==> config.mk <==
export PLATFORM = sky130hd
export DESIGN_NAME = write_to_fifo_bridge
export DESIGN_NICKNAME = d
export VERILOG_FILES = /design/src/rtl/write_to_fifo_bridge.sv
export SDC_FILE = /design/constraint.sdc
export NUM_CORES = 1
export LEC_CHECK = 0
export ABC_AREA = 1
export BUFFER_PORTS_ARGS = -buffer_cell sky130_fd_sc_hd__buf_2
export CORE_MARGIN = 2
export CORE_UTILIZATION = 55
export DETAILED_ROUTE_END_ITERATION = 8
export PLACE_DENSITY = 0.74
export SLEW_MARGIN = 20
export SYNTH_ARGS = -nofsm -noshare
export SYNTH_HDL_FRONTEND = slang
export SYNTH_SLANG_ARGS = --single-unit
==> constraint.sdc <==
create_clock -name clk_main_a0 -period 47.7 [get_ports clk_main_a0]
set_input_delay 2.385 -clock clk_main_a0 [delete_from_list [all_inputs] [get_ports clk_main_a0]]
set_output_delay 2.385 -clock clk_main_a0 [all_outputs]
set_load 0.01 [all_outputs]
==> src/rtl/write_to_fifo_bridge.sv <==
// Register-mapped byte-pair loader: shifts {key,data} byte pairs into a 16-deep
// history FIFO and freezes it into 128-bit key/data blocks on a tagged write.
module write_to_fifo_bridge #(
  parameter logic [31:0] WR_ADDR_LOAD  = 32'h0000_0510,
  parameter logic [31:0] WR_ADDR_HELLO = 32'h0000_0500,
  parameter logic [15:0] LOAD_TAG      = 16'h1111
) (
  input  logic        clk_main_a0,
  input  logic        rst_main_n_sync,
  input  logic [31:0] wr_addr,
  input  logic        wready,
  input  logic [31:0] wdata,
  input  logic        rready,
  input  logic        arvalid_q,
  input  logic [31:0] araddr_q,
  input  logic [15:0] vled_q,
  output logic [1:0]  rresp,
  output logic        rvalid,
  output logic [31:0] rdata,
  output logic [31:0] hello_world_q
);
  localparam int DEPTH = 16;

  logic [DEPTH-1:0][15:0] fifo, fifo_nxt;
  logic [4:0]             count, count_nxt;
  logic [15:0]            last_tag;
  logic                   done, err;
  logic [127:0]           key_q, din_q, key_nxt, din_nxt;
  logic                   load, tag;
  logic [31:0]            rd_val;

  assign load  = wready && (wr_addr == WR_ADDR_LOAD);
  assign tag   = load && (wdata[31:16] == LOAD_TAG);
  assign rresp = 2'b00;

  // Key/data blocks are taken from the post-push FIFO so the tagged pair lands at [7:0].
  always_comb begin
    fifo_nxt  = {fifo[DEPTH-2:0], wdata[15:0]};
    count_nxt = (count == 5'd16) ? 5'd16 : count + 5'd1;
    key_nxt   = '0;
    din_nxt   = '0;
    for (int i = 0; i < DEPTH; i++) begin
      key_nxt[i*8 +: 8] = fifo_nxt[i][15:8];
      din_nxt[i*8 +: 8] = fifo_nxt[i][7:0];
    end
  end

  always_ff @(posedge clk_main_a0 or posedge rst_main_n_sync) begin
    if (rst_main_n_sync) begin
      fifo          <= '0;
      count         <= '0;
      last_tag      <= '0;
      done          <= 1'b0;
      err           <= 1'b0;
      key_q         <= '0;
      din_q         <= '0;
      hello_world_q <= '0;
    end else begin
      if (load) begin
        fifo     <= fifo_nxt;
        count    <= count_nxt;
        last_tag <= wdata[31:16];
      end
      if (tag) begin
        if (count_nxt >= 5'd16) begin
          key_q <= key_nxt;
          din_q <= din_nxt;
          done  <= 1'b1;
          err   <= 1'b0;
        end else begin
          err   <= 1'b1;
        end
      end
      if (wready && (wr_addr == WR_ADDR_HELLO))
        hello_world_q <= wdata;
    end
  end

  always_comb begin
    rd_val = 32'hDEAD_BEEF;
    case (araddr_q)
      32'h0000_0500: rd_val = hello_world_q;
      32'h0000_0504: rd_val = {16'h0, vled_q};
      32'h0000_0510: rd_val = {last_tag, 7'b0, count, 2'b0, err, done};
      32'h0000_0520: rd_val = key_q[127:96];
      32'h0000_0524: rd_val = key_q[95:64];
      32'h0000_0528: rd_val = key_q[63:32];
      32'h0000_052C: rd_val = key_q[31:0];
      32'h0000_0530: rd_val = din_q[127:96];
      32'h0000_0534: rd_val = din_q[95:64];
      32'h0000_0538: rd_val = din_q[63:32];
      32'h0000_053C: rd_val = din_q[31:0];
      default:       rd_val = 32'hDEAD_BEEF;
    endcase
  end

  // Address is only taken while idle, so the cycle rvalid drops never accepts a new one.
  always_ff @(posedge clk_main_a0 or posedge rst_main_n_sync) begin
    if (rst_main_n_sync) begin
      rvalid <= 1'b0;
      rdata  <= '0;
    end else if (!rvalid && arvalid_q) begin
      rvalid <= 1'b1;
      rdata  <= rd_val;
    end else if (rvalid && rready) begin
      rvalid <= 1'b0;
    end
  end
endmodule

== After elaboration in Yosys (flattened, before gate mapping) ==
Index checks and enable logic that the tools add are counted.

* Shift operators: 0
* Equality and inequality tests: 15
* Muxes and demuxes: 5
* Divide/modulo/power cells: 0
* Magnitude comparators: 1
* Add/sub/neg operators: 1
* Reduce and logical (&&, ||, !) cells: 8
* Multipliers: 0
* Bitwise operators: 0

{| class="wikitable"
|+ Operators by type and width
! operator !! number
|-
| equality test 32 x 11 -> 1 bit, second input constant || 13
|-
| case mux 32 bit (11 select lines) || 1
|-
| equality test 16 x 13 -> 1 bit, second input constant || 1
|-
| adder 5 x 1 -> 5 bit, second input constant || 1
|-
| equality test 5 bit, second input constant || 1
|-
| >= comparator 5 bit, second input constant || 1
|-
| logical AND 1 bit || 5
|-
| two-way mux 5 bit || 1
|-
| two-way mux 1 bit || 3
|-
| AND reduction 2 bit || 1
|-
| nonzero test 2 bit || 1
|-
| zero test 1 bit || 1
|}

* Latch bits: 0
* Memories: 0
* Word-level logic and storage cells: 54
* Output and inout bits: 67
* ROM bits: 0
* Register bits after elaboration: 584
* RAM bits: 0
* Bits of input ports: 117

== Longest topological paths before layout ==
Gate-level depths: netlist of run 1.

* Depth after elaboration: 4
* Mapped depth: 14
* Mapped depth without buffers: 13

== Least setup slack after synthesis of run 1 ==
OpenSTA, ideal clock, no wires.

* Kind: input -> register
* Start point: input wr_addr[12]
* End point: register fifo, in the netlist din_nxt[10]
* Cell stages on the path: 10
* Library setup time: 0.130 ns
* Setup slack: 43.964 ns
* Required time: 47.570 ns
* Buffers on the path: 3
* Arrival: 3.606 ns
* Path through: or2_1 -> nor3_2 -> nand3_1 -> nor2_2 -> nand2_1 -> buf_2 -> clkbuf_1 -> buf_2 -> nand2_1 -> o21ai_0

* Word-level cells in the longest chain between the ends: 2

{| class="wikitable"
|+ RTL lines
! element !! line !! RTL
|-
| from (decl) || 10 || <nowiki>input logic [31:0] wr_addr,</nowiki>
|-
| equality test 32 x 11 -> 1 bit || 32 || <nowiki>assign load = wready && (wr_addr == WR_ADDR_LOAD);</nowiki>
|-
| logical AND 1 bit || 32 ||
|-
| to (signal assigned) || 60 || <nowiki>fifo <= fifo_nxt;</nowiki>
|-
| to (decl) || 24 || <nowiki>logic [DEPTH-1:0][15:0] fifo, fifo_nxt;</nowiki>
|}

Every way passes these cells.
A chain may end at the register's enable or synchronous reset.

== Worst setup path after layout of run 1 ==
* Start point: input araddr_q[16]
* End point: register rdata[6]

* Word-level cells in the longest chain between the ends: 2
* Elaborated cells between the ends (all ways): 12
* Classes of those cells: eq/ne (11); mux (1)

{| class="wikitable"
|+ RTL lines
! element !! line !! RTL
|-
| from (decl) || 15 || <nowiki>input logic [31:0] araddr_q,</nowiki>
|-
| equality test 32 x 11 -> 1 bit || 81 || <nowiki>case (araddr_q)</nowiki>
|-
| case mux 32 bit (11 select lines) (*) || 81 ||
|-
| to (signal assigned) || 104 || <nowiki>rdata <= rd_val;</nowiki>
|-
| to (decl) || 19 || <nowiki>output logic [31:0] rdata,</nowiki>
|}

Mark *: on every way between the ends. The rest lies on a longest branch, timed or not.

==> flow_summary.json, run 1 <==
{
  "status": "finished clean",
  "total_power_uw": 971.4,
  "dieHeight_um": 218.5,
  "ys_ff_latch": 584,
  "start_kind": "primary input",
  "fmax_mhz": 191.4,
  "netSwitchingFraction": 0.2114,
  "holdBufCountCts": 0,
  "pin_count": 184,
  "cts_resized": 0,
  "firstDrtPassIters": 6,
  "finalCritPeriodShare": 0.1095,
  "hpwlAfterDp_um": 45370,
  "setup.worst_path.start": "araddr_q[16]",
  "criticalPathCategory": "in -> reg",
  "nets": 3249,
  "wirelength_um": 67610,
  "cts_root_buf": "clkbuf_16",
  "place_congestion": 0.9097,
  "use_met1": 0.4149,
  "grt_use_total": 0.2910,
  "fin_tns_setup_ps": 0,
  "switching_power_uw": 205.3,
  "fin_area_um2": 28240,
  "cts_setup_buffers": 0,
  "setup_ws_ps": 42470,
  "routed-via-count": 20540,
  "seqPwrFrac": 0.510,
  "grt_max_degree": 298,
  "die_area_um2": 47740,
  "ir_worst_vdd_mv": 0.02954,
  "pre_cts_ws_ps": 41400,
  "r2r-start": "count[0]$_DFFE_PP0P_",
  "rsz0062_at_grt": "false",
  "layout_commonest_cell": "nand2_1",
  "initial_core_util": 0.5576,
  "hp-start": "done$_DFFE_PP0P_",
  "grt_overflow": 0,
  "worst_setup_path_end_kind": "register",
  "setup_viol_count_final": 0,
  "ctsHtreeMaxLevel": 2,
  "hold_viol": 0,
  "yosysWarnings": 0,
  "drive_gt1_frac": 0.1010,
  "power.share.clock": 0.467,
  "arrival_ps": 5770,
  "core-area_um2": 45380,
  "syn_area_per_cell_um2": 8.313,
  "maxCapViolCount": 0,
  "avgRoutedWirePerCell_um": 17.93,
  "path_max_fanout": 88,
  "yosysTopAreaCellShare": 0.5775,
  "power_frac_comb": 0.023,
  "syn-instance-count": 3044,
  "synthTopCellsByArea": "dfrtp_1 (58%), nand2_1 (13%), o21ai_1 (6.5%)",
  "numCtsBuffers": 58,
  "hold_class": "reg -> reg",
  "dp.cells": 3668,
  "cts_max_path_buffers": 3,
  "final_cell_mix": "nand2_1 (862), dfrtp_1 (584), inv_1 (346)",
  "clk_latency_ps": 620,
  "grt_pass1_wl_um": 108200,
  "hold-worst-slack_ps": 466.6,
  "post-route-util": 0.6222,
  "fp-row-count": 78,
  "crit_required_ps": 48240,
  "grt_pass1_vias": 19530,
  "power_density_nw_per_um2": 34.40,
  "antenna_found_initial": 2,
  "avgViaCountPerCell": 5.447,
  "post_dp_cell_area_um2": 26290,
  "finalNonFillerCells": 3770,
  "syn_area_um2": 25300,
  "drc": 0,
  "die_w_um": 218.5,
  "yosysSeqAreaShare": 0.5775,
  "grt-busiest-layer": "met2",
  "final-max-slew-violation-count": 0,
  "port_buffers": 181,
  "drtIter0Drc": 2273,
  "cts_tree": "yes",
  "tightest_slew_ps": 1109,
  "p_leak_nw": 13.14,
  "ys_types": 31,
  "clock_sinks": 584,
  "min_period_ps": 5225,
  "grtUsageMet3": 0.04287,
  "ant_nets": 0,
  "yosysTopAreaCell": "dfrtp_1",
  "p_int_uw": 766.1,
  "fin_skew_ps": 18.47,
  "syn_to_final_growth_pct": 11.59,
  "grt_util_met2": 0.4444,
  "path_clk_slew_ps": 60,
  "timing.slew.headroom": 0.2606
}
## kinds of logic after synthesis
family / share of synthesized area
buffers and inverters: 0.08668
adders and majority gates: 0.0009888
xor gates and xnor gates: 0.0006924
and+or+nand+nor: 0.2218
other: 0.0001482
AOI/OAI and AO/OA: 0.1121
DFF: 0.5775
## registers in the layout, summed over array words and instances, names as in the netlist, 5 cells and up
register	flops
last_tag	16
hello_world_q	32
din_nxt	120
count	5
fifo	120
rdata	32
key_q	128
din_q	128
## routing by layer
metal / share of wire / routed length (um) / up-vias
met5: 0 / 0 / -
met4: 0.046 / 3114 / 0
met3: 0.065 / 4400 / 157
met2: 0.45 / 30560 / 704
met1: 0.44 / 29540 / 9887
li1: - / - / 9787
## synth_stat cells, drive strengths merged
cell      n
inv     350
dfrtp   584
or2       2
xor2      2
nand2   867
a21oi     5
conb      1
nor2    206
nor3      4
ha        2
nand4     6
clkbuf   39
nand3b    7
o21ai   562
buf     138
nor4     12
nand3   256
and2      1
## worst paths after layout
check	end	slack, ps	cells past startpoint
min in group asynchronous	din_nxt[9]$_DFFE_PP0P_	1980	2
setup / recovery	rdata[6]$_DFFE_PP0P_	42470	15
hold reg to reg	done$_DFFE_PP0P_	470	2
hold / removal	done$_DFFE_PP0P_	470	2
max in group asynchronous	fifo[75]$_DFFE_PP0P_	42780	5
setup reg to reg	key_q[33]$_DFFE_PP0P_	44550	8
## critical path, stage by stage
cell     delay, ps
buf_2          100
inv_1           40
nand2_1         40
nor2_1         160
nand2_1        110
nor2_4         100
buf_4          590
buf_4          860
buf_4          700
nand3_1        180
nand2_1        140
nor2_1          60
nand3_1         70
nor2_1          60
nor2_1         130
## power groups by stage
| stage | Sequential (mW) | Clock [mW] | Combinational, mW |
|---|---|---|---|
| after floorplan | 0.505 | 0 | 0.0112 |
| after global placement | 0.505 | 0 | 0.0220 |
| after detailed placement | 0.505 | 0 | 0.0226 |
| after CTS | 0.496 | 0.461 | 0.0227 |
| after global routing | 0.495 | 0.481 | 0.0254 |
| final | 0.496 | 0.454 | 0.0222 |
## layout make-up
cell class / instances / area, um2
fillers: 3900 / 17150
flip-flops and latches: 584 / 14610
multi-input cells: 1934 / 8534
clock buffers: 84 / 1690
inverters: 350 / 1321
repair buffers: 202 / 1132
well taps: 600 / 750.7
clock inverters: 15 / 190.2
diodes: 1 / 2.502
No activity file was read; power rests on OpenSTA's default activity.
==> run 2: changes to the inputs <==
clock period = 5 ns   (was 47.7 ns; I/O delays follow)
==> flow_summary.json, run 2 (synthesis results as in run 1) <==
{
  "port_buffers": 181,
  "avgViaCountPerCell": 5.397,
  "fmax_mhz": 318.2,
  "p_leak_nw": 13.41,
  "dr_wl_met3_um": 4858,
  "fp-row-count": 78,
  "final_cell_mix": "nand2_1 (862), dfrtp_1 (584), inv_1 (346)",
  "cp_num_buf_inv": 1,
  "drtIter0Drc": 2195,
  "path_max_fanout": 142,
  "arrival_ps": 3620,
  "cts_max_path_buffers": 3,
  "dieHeight_um": 218.5,
  "initial_core_util": 0.5576,
  "finalNonFillerCells": 3814,
  "wl_met1_um": 27960,
  "layout_commonest_cell": "nand2_1",
  "worst_setup_path_end_kind": "register",
  "post_dp_cell_area_um2": 26430,
  "antenna_found_initial": 2,
  "grt_pass1_vias": 20000,
  "grt_max_degree": 197,
  "status": "finished clean",
  "crit_path_max_incr_delay_ps": 860,
  "cts_tree": "yes",
  "nets": 3282,
  "drc": 0,
  "ir_worst_vdd_mv": 0.2761,
  "maxCapViolCount": 0,
  "hpwlAfterDp_um": 43160,
  "timing.slew.headroom": 0.2847,
  "pin_count": 184,
  "fill_cells": 3828,
  "syn_to_final_growth_pct": 13.90,
  "rsz0062_at_grt": "false",
  "routed-via-count": 20590,
  "crit_required_ps": 5480,
  "grt_pass1_wl_um": 106600,
  "dp.cells": 3677,
  "criticalPathCategory": "reg -> reg",
  "firstDrtPassIters": 8,
  "die_area_um2": 47740,
  "fin_skew_ps": 27.96,
  "core-area_um2": 45380,
  "hold_viol": 0,
  "pre_cts_ws_ps": 2006,
  "power_density_nw_per_um2": 336.9,
  "cts_root_buf": "clkbuf_16",
  "path_cells": "ha_1 > nand3_1 > xor2_1 > nand4_4 > buf_12 > nand2_1 > o21ai_0",
  "crit_family": "simple AND/OR/NAND/NOR gates",
  "cpMaxStageDelayCell": "nand4_4",
  "largestRegisters": "din_q: 128 flops, key_q: 128 flops",
  "ctsHtreeMaxLevel": 2,
  "hold_class": "in -> reg",
  "final-max-slew-violation-count": 0,
  "path_clk_slew_ps": 70,
  "start_kind": "register",
  "setup_ws_ps": 1858,
  "dr.max_layer_used": "met4",
  "ant_nets": 0,
  "drive_gt1_frac": 0.1071,
  "met2_wirelength_um": 30460,
  "clk_latency_ps": 640,
  "place_congestion": 0.8911,
  "wirelength_um": 66110,
  "grt_use_total": 0.2846,
  "finalCritPeriodShare": 0.6285,
  "tightest_slew_ps": 1073,
  "min_period_ps": 3142,
  "grt_overflow": 0,
  "numCtsBuffers": 57,
  "fin_area_um2": 28820,
  "avgRoutedWirePerCell_um": 17.33,
  "total_power_mw": 9.710,
  "die_w_um": 218.5,
  "setup_viol_count_final": 0,
  "clock_sinks": 584
}
run 2: cell count changes in the layout (fill, tap and decap cells not counted), moves of 2 or more:
| cell | before | now |
|---|---|---|
| buf_12 | 3 | 8 |
| buf_4 | 14 | 20 |
| buf_6 | 3 | 0 |
| bufinv_16 | 4 | 9 |
| clkbuf_1 | 13 | 5 |
| clkbuf_16 | 59 | 57 |
| clkbuf_8 | 12 | 18 |
| clkinv_2 | 9 | 13 |
| clkinv_4 | 0 | 2 |
| clkinvlp_4 | 0 | 2 |
| dlygate4sd3_1 | 0 | 27 |
run 2: repair_timing:
action	in CTS	in global routing
hold buffers	27	0
endpoints found under the hold margin	86	0
resized for setup	0	0
buffers inserted	0	0
run 2: worst paths after layout:
path	startpoint	endpoint	slack, ps	depth (start not counted)
min	wdata[3]	hello_world_q[3]$_DFFE_PP0P_	10	3
max in group asynchronous	rst_main_n_sync	din_nxt[116]$_DFFE_PP0P_	3280	4
max reg2reg	count[1]$_DFFE_PP0P_	key_q[41]$_DFFE_PP0P_	1860	7
max	count[1]$_DFFE_PP0P_	key_q[41]$_DFFE_PP0P_	1860	7
min reg2reg	key_q[58]$_DFFE_PP0P_	key_q[58]$_DFFE_PP0P_	480	2
min in group asynchronous	rst_main_n_sync	hello_world_q[27]$_DFFE_PP0P_	340	3
run 2: stage by stage:
step | TNS, ps | utilization | hold slack [ps]
floorplan | -1874310 | - | 357.3
global placement | 0 | 0.5824 | 443.0
detailed placement | 0 | 0.5824 | 449.3
CTS | 0 | 0.6350 | 0.5511
global route | 0 | 0.6351 | 6.480
finish | 0 | 0.6351 | 10.19
run 2: cell type report:
type                    count  area (um2)  area share
flip-flops and latches    584       14610      0.5070
multi-input cells        1934        8529      0.2959
clock buffers              80        1693     0.05873
repair buffers            236        1486     0.05157
inverters                 350        1318     0.04571
well taps                 600       750.7     0.02605
clock inverters            28       426.7     0.01480
diodes                      2       5.005   0.0001736
run 2: worst reg2reg max path, delay by kind of cell, from the launching register on:
family	cells	cell delay, ps
xor gates and xnor gates	1	420
adders and majority gates	1	230
buffers and inverters	1	680
and+or+nand+nor	3	1140
DFF	1	420
AOI/OAI and AO/OA	1	100
run 2: power by group:
part / total (mW) / switching (mW) / internal (mW)
registers: 4.73 / 0.000546 / 4.73
logic: 0.232 / 0.166 / 0.0658
clock network: 4.75 / 1.91 / 2.84
total: 9.71 / 2.08 / 7.63
run 2: per-layer routing:
metal,global-route usage,up-vias
met5,0,-
met4,0.1249,0
met3,0.05038,155
met2,0.4438,717
met1,0.3931,9836
li1,-,9877
